==> src/rtl/pb_field_serializer_arb_if.sv <==
// pb_field_serializer_arb_if: field request bus and encoded byte stream of the protobuf field serializer
interface pb_field_serializer_arb_if #(
  parameter int NUM_REQ = 4,
  parameter int FIELD_W = 29
);
  logic [NUM_REQ-1:0] req_valid;
  logic [NUM_REQ-1:0] req_ready;
  logic [NUM_REQ*FIELD_W-1:0] req_field;
  logic [NUM_REQ*3-1:0] req_wtype;
  logic [NUM_REQ*64-1:0] req_value;
  logic out_valid;
  logic out_ready;
  logic [7:0] out_data;
  logic out_last;
  logic [$clog2(NUM_REQ)-1:0] out_src;
  modport master (
    output req_valid, req_field, req_wtype, req_value, out_ready,
    input  req_ready, out_valid, out_data, out_last, out_src
  );
  modport slave (
    input  req_valid, req_field, req_wtype, req_value, out_ready,
    output req_ready, out_valid, out_data, out_last, out_src
  );
endinterface

==> src/rtl/pb_field_serializer_arb.sv <==
// pb_field_serializer_arb: round-robin arbiter sharing one protobuf key/value byte encoder
module pb_field_serializer_arb #(
  parameter int NUM_REQ = 4,
  parameter int FIELD_W = 29
) (
  input  logic clk,
  input  logic rst_n,
  pb_field_serializer_arb_if.slave bus,
  output logic err_pulse,
  output logic busy
);
  localparam int SW = $clog2(NUM_REQ);
  localparam int KW = FIELD_W + 3;
  typedef enum logic [1:0] {IDLE, KEY, VAL} state_t;
  state_t state, state_nx;
  logic [SW-1:0] ptr, src, gnt;
  logic hit, bad, fire, last;
  logic [2:0] wt, cnt, w_in;
  logic [KW-1:0] k;
  logic [63:0] v, v_in;
  logic [FIELD_W-1:0] f_in;
  always_comb begin
    gnt = '0;
    hit = 1'b0;
    for (int i = NUM_REQ - 1; i >= 0; i--)
      if (bus.req_valid[(int'(ptr) + i) % NUM_REQ]) begin
        gnt = SW'((int'(ptr) + i) % NUM_REQ);
        hit = 1'b1;
      end
  end
  assign f_in = bus.req_field[gnt*FIELD_W +: FIELD_W];
  assign w_in = bus.req_wtype[gnt*3 +: 3];
  assign v_in = bus.req_value[gnt*64 +: 64];
  assign bad = f_in == '0 || (w_in != 3'd0 && w_in != 3'd1 && w_in != 3'd5);
  assign fire = bus.out_valid && bus.out_ready;
  assign last = state == VAL && (wt == 3'd0 ? v[63:7] == '0 : cnt == (wt == 3'd1 ? 3'd7 : 3'd3));
  assign bus.req_ready = (rst_n && state == IDLE && hit) ? NUM_REQ'(1) << gnt : '0;
  assign bus.out_valid = state != IDLE;
  assign bus.out_data = state == KEY ? {|k[KW-1:7], k[6:0]} :
                        state == VAL ? (wt == 3'd0 ? {|v[63:7], v[6:0]} : v[7:0]) : 8'h00;
  assign bus.out_last = last;
  assign bus.out_src = src;
  assign busy = state != IDLE;
  always_comb begin
    state_nx = state;
    if (state == IDLE && hit && !bad) state_nx = KEY;
    else if (state == KEY && fire && k[KW-1:7] == '0) state_nx = VAL;
    else if (state == VAL && fire && last) state_nx = IDLE;
  end
  always_ff @(posedge clk or negedge rst_n)
    if (!rst_n) begin
      state <= IDLE;
      ptr <= '0;
      src <= '0;
      wt <= '0;
      cnt <= '0;
      k <= '0;
      v <= '0;
      err_pulse <= 1'b0;
    end else begin
      state <= state_nx;
      err_pulse <= state == IDLE && hit && bad;
      if (state == IDLE && hit) begin
        ptr <= SW'((int'(gnt) + 1) % NUM_REQ);
        if (!bad) begin
          src <= gnt;
          wt <= w_in;
          cnt <= '0;
          k <= {f_in, w_in};
          v <= w_in == 3'd5 ? {32'h0, v_in[31:0]} : v_in;
        end
      end else if (fire) begin
        if (state == KEY) k <= k >> 7;
        else begin
          v <= wt == 3'd0 ? v >> 7 : v >> 8;
          cnt <= cnt + 3'd1;
        end
      end
    end
endmodule

==> src/flat_wrapper.sv <==
// flat-port wrapper written by rule: the top's interface ports become plain ports
module pb_field_serializer_arb_flat 
#(
  parameter int NUM_REQ = 4,
  parameter int FIELD_W = 29
)
  (clk, rst_n, err_pulse, busy, bus_req_valid, bus_req_field, bus_req_wtype, bus_req_value, bus_out_ready, bus_req_ready, bus_out_valid, bus_out_data, bus_out_last, bus_out_src);
  pb_field_serializer_arb_if #(.NUM_REQ(NUM_REQ), .FIELD_W(FIELD_W)) bus_i ();
  input  logic clk;
  input  logic rst_n;
  output logic err_pulse;
  output logic busy;
  input wire logic [$bits(bus_i.req_valid)-1:0] bus_req_valid;
  input wire logic [$bits(bus_i.req_field)-1:0] bus_req_field;
  input wire logic [$bits(bus_i.req_wtype)-1:0] bus_req_wtype;
  input wire logic [$bits(bus_i.req_value)-1:0] bus_req_value;
  input wire logic [$bits(bus_i.out_ready)-1:0] bus_out_ready;
  output wire logic [$bits(bus_i.req_ready)-1:0] bus_req_ready;
  output wire logic [$bits(bus_i.out_valid)-1:0] bus_out_valid;
  output wire logic [$bits(bus_i.out_data)-1:0] bus_out_data;
  output wire logic [$bits(bus_i.out_last)-1:0] bus_out_last;
  output wire logic [$bits(bus_i.out_src)-1:0] bus_out_src;
  assign bus_i.req_valid = bus_req_valid;
  assign bus_i.req_field = bus_req_field;
  assign bus_i.req_wtype = bus_req_wtype;
  assign bus_i.req_value = bus_req_value;
  assign bus_i.out_ready = bus_out_ready;
  assign bus_req_ready = bus_i.req_ready;
  assign bus_out_valid = bus_i.out_valid;
  assign bus_out_data = bus_i.out_data;
  assign bus_out_last = bus_i.out_last;
  assign bus_out_src = bus_i.out_src;
  pb_field_serializer_arb #(.NUM_REQ(NUM_REQ), .FIELD_W(FIELD_W)) u_core (.clk(clk), .rst_n(rst_n), .bus(bus_i), .err_pulse(err_pulse), .busy(busy));
endmodule
==> config.mk <==
export PLATFORM = sky130hd
export DESIGN_NAME = pb_field_serializer_arb_flat
export DESIGN_NICKNAME = d
export VERILOG_FILES = /design/src/rtl/pb_field_serializer_arb_if.sv /design/src/rtl/pb_field_serializer_arb.sv /design/src/flat_wrapper.sv
export SDC_FILE = /design/constraint.sdc
export NUM_CORES = 1
export LEC_CHECK = 0
export CORE_AREA = 2 2 157 159
export CTS_CLUSTER_DIAMETER = 80
export CTS_CLUSTER_SIZE = 24
export DETAILED_ROUTE_END_ITERATION = 8
export DIE_AREA = 0 0 159 161
export PLACE_DENSITY = 0.78
export SYNTH_ARGS = -nofsm -noshare
export SYNTH_HDL_FRONTEND = slang
export SYNTH_SLANG_ARGS = --single-unit
export TNS_END_PERCENT = 30
==> constraint.sdc <==
create_clock -name clk -period 3.5 [get_ports clk]
set_input_delay 0.35 -clock clk [delete_from_list [all_inputs] [get_ports clk]]
set_output_delay 0.35 -clock clk [all_outputs]
set_load 0.03 [all_outputs]
Yosys cells after proc, flatten, opt, wreduce, memory -nomap -nowiden. Cells that the tools add are included.

$add $sub $neg: 5. Magnitude comparators: 4. Mux-type cells: 42. Multiply operators: 2. Div/mod/pow operators: 0. Shifts and indexed selects: 4. Reductions and logical operators: 33. Equal/unequal tests: 9. Bitwise gates (word level): 4.

Operator list (number): $mux W64 (5); $shiftx A256 B9 Y64 (1); $mux W32 (4); $shiftx A116 B8 Y29 (1); $logic_not A57 Y1 (1); $mux W57 (1); $reduce_or A57 Y1 (1); $logic_not A29 Y1 (1); $logic_not A25 Y1 (1); $reduce_or A25 Y1 (1); $mux W8 (3); $mux W3 (5); $mux W2 (7); $logic_and A1 B1 Y1 (13); $lt A3 B4 Y1 const B (3); $mux W1 (12); $shiftx A12 B5 Y3 (1); $bmux W1 S2 (4); $mul A2 B5 Y7 const B (1); $reduce_and A3 Y1 (2); $reduce_bool A2 Y1 (3); $reduce_bool A3 Y1 (2); $reduce_or A2 Y1 (3); $add A2 B1 Y2 const B (2); 22 further kinds (25).

Logic and storage cells: 111. Memories kept: 0. Bits in latches: 0. Memory bits (writable): 0. Output and inout port bits: 18. Flip-flop bits (word level): 109. Memory bits (read-only): 0. Input port bits: 391.

Logic depth before layout (Yosys ltp).
Depth after elaboration: 19. Gate-level depth with buffers: 14.

Least setup slack after synthesis. Ideal clock, no wire load.

Kind: reg2reg. Start point: register u_core.ptr[1]. End point: register u_core.v[14]. Period minus slack after synthesis: 3.575 ns. Library setup time: 0.127 ns. Arrival time: 3.447 ns. Cell stages (with the launch flop): 14. Slack: -0.075 ns. Cell sequence: dfrtp_1 nand2_1 a211o_1 buf_6 buf_6 and3_1 a211oi_1 o22ai_1 or4_1 or4_4 a21oi_2 buf_6 buf_6 mux2_1.

Cells in the longest elaborated chain, start to end: 16.

Ends and longest elaborated chain: from (decl) (line pb_field_serializer_arb.sv:16) `logic [SW-1:0] ptr, src, gnt;`; from (signal assigned) (line pb_field_serializer_arb.sv:64) `ptr <= SW'((int'(gnt) + 1) % NUM_REQ);`; branches (longest 16 deep; another with $mul A2 B5 Y7); to (signal assigned) (line pb_field_serializer_arb.sv:70) `v <= w_in == 3'd5 ? {32'h0, v_in[31:0]} : v_in;`; to (signal assigned) (line pb_field_serializer_arb.sv:75) `v <= wt == 3'd0 ? v >> 7 : v >> 8;`; to (decl) (line pb_field_serializer_arb.sv:20) `logic [63:0] v, v_in;`.

Several ways; the timed one is not identified. The select of a mux whose other input is x is not followed. A chain may end at the register's enable or synchronous reset.

Worst setup path after layout.
Start point: register u_core.ptr[1]. End point: register u_core.v[5].

The elaborated chain is that of the path after synthesis.

==> qor.yml <==
status: "finished, violations left"
failed_checks: "negative setup slack"
pwr-share-clk: 0.096
cts_buffers: 9
critical_path_class: "flip-flop to flip-flop"
synth_warnings: 0
antenna_cells_inserted: 0
total_switching_power_mw: 4.90
post_synth_adder_cell_area: 0.00681
power_internal_mw: 5.80
mappedNetlistArea_sq_um: 9190
synth_commonest_cells: "302 x nand2_1, 116 x nand3_1, 109 x dfrtp_1"
critical_path_peak_fanout: 26
largest_family_of_logic_cells_by_synthesized_area: "simple AND/OR/NAND/NOR gates"
cell_count_after_synthesis: 1220
fin_crit_ns: 3.75
worstSetupEndpointType: "flip-flop"
hold_path.class: "primary input to asynchronous set/reset pin"
place_congestion: 0.935
synth_edf_count: 0
fin_worst_skew_ns: 0.00604
post-layout-total-power_mw: 10.7
coreArea_sq_um: 24000
slew_at_the_pin_closest_to_its_max_slew_limit_ns: 0.907
final_routed_wire_length_divided_by_cell_count_um: 19.6
worstPathCellList: "nand2_2 -> a211o_4 -> buf_16 -> nand3_1 -> nand3_2 -> a222oi_1 -> or4b_4 -> or4_4 -> a21oi_4 -> buf_12 -> buf_12 -> mux2_2"
grt_antenna_before_repair: 0
ir_worst_vdd_mv: 0.382
cp_common_cell: "buf_12"
drc: 0
period_share: 1.07
seq_power_share: 0.210
synth.top_cell.area_share: 0.297
post_dp_cell_area_sq_um: 14100
postRouteWirelength_um: 38400
placementRows: 57
top_cell_type_by_total_area_after_synthesis: "dfrtp_1"
detailed_place_hpwl_um: 28000
startpoint_type: "flip-flop"
cpLargestDelayFamily: "simple AND/OR/NAND/NOR gates"
cts.htree.levels: 3
globalRouteTotalUtil: 0.278
clock_insertion_delay_worst_skew_ns: 0.35
final_hold_viol_count: 0
synth_ff_type: "dfrtp_1"
vias_per_cell: 5.64
post_layout_utilization_of_the_core: 0.631
postSynthAreaPerCell_sq_um: 7.53
starting_density: 0.383
die_x_um: 159
synth_compound_area_frac: 0.185
drt_iter0_markers: 817
numPlacedInstances: 1920
final_layout_size_suffix_gt1_frac: 0.156
synth_fp_nets: 1616
cp_slowest_stage_delay_ns: 0.56
finalSetupViolations: 66
critical_path_arrival_ns: 3.98
final_net_count: 2025
die_h_um: 161
grt_start_max_net_pins: 128
vias_in_the_first_global_route: 10700
finalWorstSetupSlack_ns: -0.249
power_switching_share: 0.458
grt_pass1_wl_um: 57200
synthTopCellsByArea: "dfrtp_1 30%, nand2_1 12%, mux2i_1 7.8%"
comb_power_frac: 0.693
crit_path_top_delay_cell: "or4_4"
grt_setup_unrepaired: "true"
syn2layout_area_growth_pct: 64.5
max_slew_margin: 0.396
cts.reportedPaths.clkPinSlew_ns: 0.07
die_area_sq_um: 25600
top_achievable_clock_speed_mhz: 267
detailroute.via_count: 11000
synth_xor_area_frac: 0.000954
synth.most_common_cell: "nand2_1"
finish.cell_count_without_fillers: 1958
slew_viol_final: 0
post_synthesis_register_bit_count: 109
hold_slack_ns: 0.139
timing.max_cap.violations: 0
postRouteAntennaNets: 0
io_pins: 409
synth.area.mux_share: 0.172
p_leak_nw: 6.44
cts.sink_count: 109
cts_tree: "yes"
seq_area_frac_synth: 0.297
powerDensity_nw_per_um2: 708
synthesized_area_fraction_occupied_by_and_or_nand_nor_cells: 0.277
cp.required_ns: 3.73
synth_cell_type_count: 46
clk_path_buf_depth: 2
accumulated_negative_setup_slack_ns: -14.17
postSynth.asyncResetShare: 1.00
grt_remaining_overflow: 0
worstPathBufferInverterCount: 3
dpl_worst_slack_ns: -0.738
cts_root_buf: "clkbuf_16"
finish.instance_area_sq_um: 15100
detail_route.first_pass.iterations: 5
io_buffers: 408
-- worst register-to-register path, delay by kind of cell, from the launching register on --
kind                   cells  cell delay, ns
AOI/OAI and AO/OA          3            1.02
buffers and inverters      3            0.50
DFF                        1            0.39
muxes                      1            0.34
and+or+nand+nor            5            1.37
-- registers in the layout (all words and copies together) (netlist names) --
name	count
u_core.state	2
u_core.cnt	3
u_core.bus.out_src	2
u_core.ptr	2
u_core.wt	3
u_core.k	32
u_core.err_pulse	1
u_core.v	64
-- layout by cell type (no fill, tap or decap), types with 6 or more instances in the layout --
| cell | netlist | layout |
|---|---|---|
| a211oi_2 | 1 | 39 |
| a211oi_4 | 1 | 8 |
| a21oi_1 | 64 | 63 |
| a31oi_1 | 14 | 13 |
| a32o_1 | 7 | 7 |
| and3_1 | 62 | 62 |
| buf_12 | 0 | 19 |
| buf_4 | 3 | 71 |
| buf_6 | 9 | 6 |
| clkbuf_16 | 0 | 14 |
| clkdlybuf4s50_1 | 0 | 399 |
| dfrtp_1 | 109 | 108 |
| inv_1 | 17 | 17 |
| mux2_1 | 42 | 22 |
| mux2_2 | 34 | 30 |
| mux2_4 | 0 | 24 |
| mux2i_1 | 72 | 72 |
| nand2_1 | 302 | 301 |
| nand3_1 | 116 | 112 |
| nor2_1 | 12 | 10 |
| nor3_1 | 15 | 14 |
| nor4_1 | 18 | 18 |
| o21ai_0 | 81 | 80 |
| o22ai_1 | 36 | 31 |
| or4_1 | 8 | 6 |
-- power by group through the flow --
stage                     Clock [mW]  Sequential, mW  Combinational [mW]
after detailed placement           0            2.23                6.56
after global routing            1.10            2.31                7.98
after floorplan                    0            2.11                4.33
after CTS                       1.04            2.22                6.76
after global placement             0            2.21                6.44
final                           1.03            2.25                7.42
-- layer usage --
layer  part of all wire  global-route usage  wire length [um]
met4              0.041               0.117              1580
met2               0.48               0.467             18300
met5                  0                   0                 0
met3              0.068              0.0568              2630
met1               0.42               0.351             16000
-- final timing paths --
kind / cells after the start / to / start / slack [ns]
min reg2reg: 1 / u_core.k[0] / u_core.k[0] / 0.51
min: 2 / u_core.v[40] / rst_n / 0.14
max reg2reg: 12 / u_core.v[5] / u_core.ptr[1] / -0.25
max: 12 / u_core.v[5] / u_core.ptr[1] / -0.25
max in group asynchronous: 3 / u_core.v[0] / rst_n / 2.14
min in group clk: 1 / u_core.k[0] / u_core.k[0] / 0.51
-- cell families after synthesis --
| logic type | after synthesis |
|---|---|
| AND/OR/NAND/NOR | 552 |
| multiplexers | 148 |
| XOR/XNOR | 1 |
| AO/OA/AOI/OAI | 276 |
| buffers and inverters | 129 |
| flip-flops | 109 |
| adder cells (fa/ha/maj) | 5 |
-- final cells by class --
class,instances,area [sq um]
timing repair inverter,1,8.76
inverter,19,86.3
fill,2087,8850
tap,324,405
multi-input combinational,982,6400
sequential,109,2730
clock buffer,13,250
clock inverter,3,45.0
timing repair buffer,507,5190
-- what timing repair did --
item	in CTS	in global routing
setup endpoints to repair	104	109
gates cloned	2	7
resized for setup	26	69
hold buffers	0	0
setup buffers	4	11
pin swaps	10	15
(Power assumes the default switching activity.)
